**src/rtl/can_crc_check.sv**
```systemverilog
// Receive-side CAN CRC-15 checker. It samples the destuffed bit stream and follows the frame up to the
// CRC delimiter. It reports a pass/fail result once per frame.
module can_crc_check #(
   parameter int          CLKS_PER_BIT = 10,
   parameter logic [14:0] CRC_POLY     = 15'h4599
) (
   input  logic        i_Clock,
   input  logic        i_Rst_n,
   input  logic        i_Rx_Serial,
   input  logic        i_Ignora_Bit,
   input  logic        i_Erro_Flag,
   output logic        o_Busy,
   output logic        o_Crc_Valid,
   output logic        o_Crc_Ok,
   output logic        o_Crc_Err,
   output logic        o_Abort,
   output logic [14:0] o_Crc_Calc,
   output logic [14:0] o_Crc_Rx
);

   localparam int HALF = CLKS_PER_BIT / 2;
   localparam int CW   = $clog2(CLKS_PER_BIT) + 1;

   typedef enum logic [2:0] {IDLE, SOF, ARB, EXT, CTRL, DATA, CRC, DELIM} state_t;

   state_t        state, state_next;
   logic [CW-1:0] clk_cnt;
   logic [6:0]    bit_cnt;
   logic          rx_prev;
   logic          rtr;
   logic [2:0]    dlc_hi;
   logic [3:0]    len;
   logic [14:0]   crc;
   logic [14:0]   crc_step;
   logic [3:0]    dlc_full;
   logic [3:0]    len_now;
   logic          sof_point;
   logic          sample;
   logic          proc;
   logic          sof_go;
   logic          freeze;
   logic          done;
   logic          abort;
   logic          crc_match;

   assign sof_point = (state == SOF) && (clk_cnt == CW'(HALF - 1));
   assign sample    = (state inside {ARB, EXT, CTRL, DATA, CRC, DELIM}) &&
                      (clk_cnt == CW'(CLKS_PER_BIT - 1));
   assign proc      = sample && !i_Ignora_Bit && (state != DELIM);
   assign crc_step  = {crc[13:0], 1'b0} ^ ((i_Rx_Serial ^ crc[14]) ? CRC_POLY : 15'd0);
   assign crc_match = (o_Crc_Calc == o_Crc_Rx) && i_Rx_Serial;

   // The last DLC bit is still on the line when the length is decided.
   assign dlc_full  = {dlc_hi, i_Rx_Serial};
   assign len_now   = rtr ? 4'd0 : ((dlc_full > 4'd8) ? 4'd8 : dlc_full);

   always_ff @(posedge i_Clock or negedge i_Rst_n) begin
      if (!i_Rst_n) state <= IDLE;
      else          state <= state_next;
   end

   always_comb begin
      state_next = state;
      sof_go     = 1'b0;
      freeze     = 1'b0;
      done       = 1'b0;
      abort      = 1'b0;
      if (state != IDLE && i_Erro_Flag) begin
         state_next = IDLE;
         abort      = 1'b1;
      end else begin
         case (state)
            IDLE:  if (rx_prev && !i_Rx_Serial) state_next = SOF;
            SOF:   if (sof_point) begin
                      if (i_Rx_Serial) state_next = IDLE;
                      else begin
                         state_next = ARB;
                         sof_go     = 1'b1;
                      end
                   end
            ARB:   if (proc && bit_cnt == 7'd12) state_next = i_Rx_Serial ? EXT : CTRL;
            EXT:   if (proc && bit_cnt == 7'd19) state_next = CTRL;
            CTRL:  if (proc && bit_cnt == 7'd4) begin
                      if (len_now == 4'd0) begin
                         state_next = CRC;
                         freeze     = 1'b1;
                      end else state_next = DATA;
                   end
            DATA:  if (proc && bit_cnt == {len, 3'b000} - 7'd1) begin
                      state_next = CRC;
                      freeze     = 1'b1;
                   end
            CRC:   if (proc && bit_cnt == 7'd14) state_next = DELIM;
            DELIM: if (sample) begin
                      state_next = IDLE;
                      done       = 1'b1;
                   end
            default: state_next = IDLE;
         endcase
      end
   end

   // Bit timing, frame bookkeeping and the CRC datapath. Every bit counter restarts when the state changes.
   always_ff @(posedge i_Clock or negedge i_Rst_n) begin
      if (!i_Rst_n) begin
         rx_prev     <= 1'b0;
         clk_cnt     <= '0;
         bit_cnt     <= '0;
         rtr         <= 1'b0;
         dlc_hi      <= '0;
         len         <= '0;
         crc         <= '0;
         o_Busy      <= 1'b0;
         o_Crc_Valid <= 1'b0;
         o_Crc_Ok    <= 1'b0;
         o_Crc_Err   <= 1'b0;
         o_Abort     <= 1'b0;
         o_Crc_Calc  <= '0;
         o_Crc_Rx    <= '0;
      end else begin
         rx_prev     <= i_Rx_Serial;
         o_Crc_Valid <= done;
         o_Abort     <= abort;

         if (state == IDLE || sof_point || sample) clk_cnt <= '0;
         else                                      clk_cnt <= clk_cnt + CW'(1);

         if (state_next != state) bit_cnt <= '0;
         else if (proc)           bit_cnt <= bit_cnt + 7'd1;

         if (sof_go) crc <= '0;
         else if (proc && (state inside {ARB, EXT, CTRL, DATA})) crc <= crc_step;

         if (proc && ((state == ARB && bit_cnt == 7'd11) || (state == EXT && bit_cnt == 7'd18)))
            rtr <= i_Rx_Serial;
         if (proc && state == CTRL) dlc_hi <= {dlc_hi[1:0], i_Rx_Serial};
         if (state == CTRL && state_next == DATA) len <= len_now;

         if (freeze) o_Crc_Calc <= crc_step;
         if (proc && state == CRC) o_Crc_Rx <= {o_Crc_Rx[13:0], i_Rx_Serial};

         if (sof_go)              o_Busy <= 1'b1;
         else if (abort || done)  o_Busy <= 1'b0;

         if (sof_go || abort) begin
            o_Crc_Ok  <= 1'b0;
            o_Crc_Err <= 1'b0;
         end else if (done) begin
            o_Crc_Ok  <= crc_match;
            o_Crc_Err <= !crc_match;
         end
      end
   end

endmodule

```
**config.mk**
```make
export PLATFORM = sky130hd
export DESIGN_NAME = can_crc_check
export DESIGN_NICKNAME = d
export VERILOG_FILES = /design/src/rtl/can_crc_check.sv
export SDC_FILE = /design/constraint.sdc
export NUM_CORES = 1
export LEC_CHECK = 0
export ABC_AREA = 1
export CAP_MARGIN = 5
export CORE_ASPECT_RATIO = 1.5
export CORE_MARGIN = 1.5
export CORE_UTILIZATION = 44
export DETAILED_ROUTE_END_ITERATION = 16
export GPL_ROUTABILITY_DRIVEN = 1
export GPL_TIMING_DRIVEN = 0
export SKIP_CTS_REPAIR_TIMING = 1
export SYNTH_ARGS = -nofsm -noshare
export SYNTH_HDL_FRONTEND = slang
export SYNTH_SLANG_ARGS = --single-unit
```
**constraint.sdc**
```tcl
create_clock -name i_Clock -period 2.6 [get_ports i_Clock]
set_input_delay 0.65 -clock i_Clock [delete_from_list [all_inputs] [get_ports i_Clock]]
set_output_delay 0.65 -clock i_Clock [all_outputs]
set_load 0.02 [all_outputs]
```
# Yosys cells after proc, flatten, opt, wreduce, memory -nomap -nowiden
# Index checks and enable logic that the tools add are counted.
dict set report totals {
  word_cells 117
  out_inout_bits 35
  ff_bits 74
  input_bits 5
}
dict set report classes {
  n_reduce_logical 36
  n_addsub 3
  n_bitwise 2
  mux 40
  magnitude_cmp 1
  n_eq_ne 20
}
# cell n
set ops {}
lappend ops {{two-way mux 15 bit} 3}
lappend ops {{two-way mux 3 bit} 10}
lappend ops {{case mux 3 bit (8 select lines)} 1}
lappend ops {{equality test 7 x 4 -> 1 bit, second input constant} 3}
lappend ops {{logical AND 1 bit} 19}
lappend ops {{two-way mux 1 bit} 18}
lappend ops {{equality test 15 bit} 1}
lappend ops {{equality test 3 bit, second input constant} 5}
lappend ops {{bitwise XOR 15 bit} 1}
lappend ops {{equality test 7 x 5 -> 1 bit, second input constant} 2}
lappend ops {{two-way mux 7 bit} 2}
lappend ops {{two-way mux 4 bit} 2}
lappend ops {{nonzero test 2 bit} 4}
lappend ops {{adder 7 x 1 -> 7 bit, second input constant} 1}
lappend ops {{equality test 7 x 3 -> 1 bit, second input constant} 1}
lappend ops {{equality test 7 bit} 1}
lappend ops {{subtractor 7 x 1 -> 7 bit, second input constant} 1}
lappend ops {{equality test 3 x 2 -> 1 bit, second input constant} 2}
lappend ops {{nonzero test 6 bit} 1}
lappend ops {{adder 5 x 1 -> 5 bit, second input constant} 1}
lappend ops {{equality test 5 x 3 -> 1 bit, second input constant} 1}
lappend ops {{equality test 5 x 4 -> 1 bit, second input constant} 1}
lappend ops {{logical OR 1 bit} 5}
lappend ops {{two-way mux 5 bit} 1}
lappend ops {{12 further kinds} 15}

# Depth between registers and ports, before layout
dict set report depth {
  ltp_word 11
  depth_mapped 16
  mapped_depth_nobuf 16
}

# Least setup slack after synthesis
# No wires, ideal clock.
dict set report synth_timing {
  path_kind {register to register}
  from {reg clk_cnt[1]}
  to {reg o_Crc_Calc[0]}
  n_path_buf 2
  path_stages_with_launch 14
  setup_slack_ps 706
  setup_ps 156
  t_required_ps 2444
  period_less_slack_ps 1894
  t_arrival_ps 1737
  cell_sequence {dfrtp_1 -> inv_1 -> ha_1 -> nand2_2 -> nor2_4 -> nand3_4 -> a21oi_1 -> nand3_1 -> nand2_1 -> nand2_1 -> buf_2 -> buf_2 -> nand2_1 -> o21ai_0}
}
dict set report synth_between {
  elab_chain_len 8
  elab_cells_between_ends 10
  classes_between {1 x eq/ne; 4 x mux; 5 x reduce/logical}
}
# element line_no
set synth_lines {}
lappend synth_lines {{from (decl)} 27} ;# logic [CW-1:0] clk_cnt;
lappend synth_lines {{from (signal assigned)} 126} ;# else clk_cnt <= clk_cnt + CW'(1);
lappend synth_lines {{equality test 5 x 4 -> 1 bit *} 48} ;# (clk_cnt == CW'(CLKS_PER_BIT - 1));
lappend synth_lines {{logical AND 1 bit *} 47} ;# assign sample = (state inside {ARB, EXT, CTRL, DATA, CRC, DELIM}) &&
lappend synth_lines {{logical AND 1 bit * (2 in series)} 49} ;# assign proc = sample && !i_Ignora_Bit && (state != DELIM);
lappend synth_lines {{logical AND 1 bit (on tied branches)} {89, 83}}
lappend synth_lines {{two-way mux 1 bit (on tied branches)} {89, 83}}
lappend synth_lines {{case mux 1 bit (2 select lines) *} 72} ;# case (state)
lappend synth_lines {{two-way mux 1 bit *} 68} ;# if (state != IDLE && i_Erro_Flag) begin
lappend synth_lines {{to (signal assigned)} 139} ;# if (freeze) o_Crc_Calc <= crc_step;
lappend synth_lines {{to (decl)} 17} ;# output logic [14:0] o_Crc_Calc,
# Mark *: on every way between the ends. The rest lies on a longest branch, timed or not.
# A chain may end at the register's enable or synchronous reset.

# Worst setup path after layout
dict set report layout_timing {
  from {in i_Ignora_Bit}
  to {reg crc[7]}
}
dict set report layout_between {
  elab_chain_len 5
}
# element line_no
set layout_lines {}
lappend layout_lines {{from (decl)} 10} ;# input logic i_Ignora_Bit,
lappend layout_lines {{zero test 1 bit} 49}
lappend layout_lines {{logical AND 1 bit (2 in series)} 49}
lappend layout_lines {{logical AND 1 bit} 132} ;# else if (proc && (state inside {ARB, EXT, CTRL, DATA})) crc <= crc_step;
lappend layout_lines {{nonzero test 2 bit (no line)} n/a}
lappend layout_lines {{to (signal assigned)} 132}
lappend layout_lines {{to (decl)} 33} ;# logic [14:0] crc;
# Every way passes these cells.

==> flow_metrics.py <==
metrics = {
    "timing": {
        "final.min_clock_period_ns": 2.33,
        "hold_viol": 0,
        "slew_headroom": 0.578,
        "slew_viol_final": 0,
        "hold_ws_ns": 0.249,
        "fin_crit_sh": 0.897,
        "rsz0062_at_grt": "no",
        "worst_pin_slew_ns": 0.630,
        "setup_viol_count_final": 0,
        "fmax_mhz": 429,
        "fin_worst_skew_ns": 0.00435,
    },
    "worst_setup_path": {
        "reg2reg_to": "crc[7]",
        "crit_type": "in2reg",
        "cpMaxStageDelayCell": "clkdlybuf4s50_1",
        "start_kind": "input port",
        "crit_arrival_ns": 2.53,
        "cp.required_ns": 2.79,
        "crit_chain": "clkdlybuf4s50_1 -> nor2_2 -> nand3_4 -> inv_1 -> nand2_1 -> nand2_1 -> buf_2 -> o22ai_1",
        "crit_top_cell": "nand2_1",
        "cp_max_fo": 10,
        "endpoint_kind": "register",
        "r2r-start": "clk_cnt[1]",
        "max_stage_delay_ns": 0.41,
        "reg2reg_depth": 10,
        "regToRegSetupSlack_ns": 0.30,
    },
    "logic_synthesis": {
        "synth_top_area_frac": 0.495,
        "synth_fp_nets": 463,
        "synth_cell_types": 32,
        "avgSynthCellArea_um2": 8.29,
        "syn_area_um2": 3740,
        "ys.flop_type": "dfrtp_1",
        "synthTopCellsByArea": "dfrtp_1 (50%), nand2_1 (8.9%), inv_1 (6.3%), nor2_1 (5.2%), xor2_1 (4.5%)",
        "yosysWarningCount": 0,
        "yosysTopAreaCell": "dfrtp_1",
        "ys_ff_latch": 74,
        "yosysSeqAreaShare": 0.495,
        "synth_edf_count": 0,
        "async_reset_ff_frac": 1.00,
        "syn_inst": 451,
    },
    "global_route": {
        "met1_usage": 0.244,
        "antenna_found_initial": 0,
        "grt_usage": 0.210,
        "busiest_layer": "met2",
        "gr-usage-met2": 0.370,
        "met3_usage": 0.0386,
        "grt_start_max_net_pins": 46,
        "grt.overflow.total": 0,
        "grt_first_pass_wirelength_mm": 14.6,
        "grt_pass1_vias": 3084,
    },
    "floorplanning": {
        "die_area_um2": 9070,
        "std_cell_rows": 41,
        "pin_count": 40,
        "die_w_um": 78.3,
        "die_y_um": 116,
        "initial_core_util": 0.450,
        "coreArea_um2": 8310,
    },
    "status": {
        "status": "complete, no violations",
    },
    "finish": {
        "antennaDiodeCount": 0,
        "final_util": 0.550,
        "syn2layout_area_growth_pct": 22.3,
        "fin_area_um2": 4570,
        "final_cell_mix": "nand2_1 (89), dfrtp_1 (74), inv_1 (62)",
        "final_common_cell": "nand2_1",
        "nets": 514,
        "fin_cells": 613,
        "drive_gt1_frac": 0.0909,
    },
    "cts": {
        "cts.htree.levels": 3,
        "cts_made_buffers": 9,
        "cts.sinks": 74,
        "cts.clk_slew.worst_paths_ns": 0.06,
        "clock_path_buffers": 2,
        "insertion_delay_ns": 0.33,
        "root_buffer": "clkbuf_16",
        "cts_tree": "done",
    },
    "routing": {
        "dr_total_vias": 3103,
        "dr.pass1.iters": 4,
        "drc": 0,
        "totalWireLength_mm": 8.72,
        "via_per_inst": 5.06,
        "ant_nets": 0,
        "drtIter0Drc": 154,
        "route.detailed.wl_per_inst_um": 14.2,
    },
    "placement": {
        "hpwl_mm": 6.52,
        "gp_congestion": 0.792,
        "place_area_um2": 4290,
        "dp.cells": 598,
        "port_buffers": 39,
    },
    "job": {
        "maxCapViolCount": 0,
    },
    "pwr": {
        "p_leak_nw": 2.23,
        "peakVddDrop_v": 0.000479,
        "p_per_area_nw_per_um2": 692,
    },
    "hold_path": {
        "holdCritPathClass": "in2async",
    },
}
## Yosys cell counts, types with 2 or more instances
cell type / count
nand2_1: 89
dfrtp_1: 74
inv_1: 63
nor2_1: 52
nand3_1: 29
o21ai_0: 29
xor2_1: 19
o22ai_1: 13
nand4_1: 9
xnor2_1: 9
a21oi_1: 8
o21ai_1: 8
ha_1: 7
buf_2: 6
nor3_1: 5
clkbuf_1: 4
or2_2: 4
nand2_2: 3
nor2_4: 3
buf_4: 2
inv_2: 2
nor2_2: 2
nor4_1: 2
## kinds of logic (layout without fill, tap and decap cells)
group	count (synthesis)	count (layout)	share of synthesized area
compound gates	60	60	0.0857
xor+xnor	28	28	0.0656
fa+ha+maj	7	7	0.0234
buf+inv	78	133	0.0827
flops	74	74	0.495
mux	1	1	0.00301
simple gates	203	203	0.244
## final cells by class
| type | instances | area [um^2] |
|---|---|---|
| flip-flops and latches | 74 | 1850 |
| clock inverters | 3 | 15.0 |
| plain buffers | 13 | 65.1 |
| well taps | 107 | 134 |
| multi-input cells | 299 | 1590 |
| inverters | 65 | 244 |
| clock buffers | 12 | 256 |
| fillers | 777 | 3740 |
| repair buffers | 40 | 418 |
## flip-flops by register name, indices dropped and copies added (netlist names)
register	count
state	3
o_Crc_Valid	1
len	4
o_Crc_Err	1
dlc_hi	3
o_Crc_Ok	1
o_Crc_Rx	15
rx_prev	1
clk_cnt	5
o_Abort	1
crc	15
o_Crc_Calc	15
rtr	1
bit_cnt	7
o_Busy	1
## layer usage
| metal | part of all wire | up-vias |
|---|---|---|
| met5 | 0 | - |
| met4 | 0.035 | 0 |
| met3 | 0.035 | 22 |
| met2 | 0.52 | 63 |
| met1 | 0.41 | 1476 |
| li1 | - | 1542 |
## worst max path at each step
stage	startpoint	to	slack (ns)	cells past startpoint
2_1_floorplan	clk_cnt[1]	o_Crc_Calc[0]	0.71	13
3_3_place_gp	i_Rst_n	o_Crc_Calc[8]	-1.73	1
3_5_place_dp	i_Rx_Serial	o_Crc_Calc[14]	-0.32	4
4_1_cts	i_Rx_Serial	o_Crc_Calc[14]	0.02	4
5_1_grt	clk_cnt[1]	bit_cnt[4]	0.10	15
6_report	i_Ignora_Bit	crc[7]	0.27	8
## critical path: cells and delay by family
family                 cells  cell delay (ns)
buffers and inverters      3             0.94
AOI/OAI and AO/OA          1             0.10
and+or+nand+nor            4             0.83
## report_power, final
part | internal, W | switching, W
Sequential | 0.00125 | 0.0000461
Combinational | 0.000236 | 0.000500
Clock | 0.000687 | 0.000442
## metrics by stage
step                      TNS (ns)  total power (W)  setup WS, ns
final                            0          0.00316         0.267
after global routing             0          0.00334         0.101
after CTS                        0          0.00320        0.0232
after detailed placement     -5.35          0.00205        -0.316
after global placement     -133.78          0.00203         -1.73
after floorplan                  0          0.00185         0.706
(Power assumes the default switching activity.)
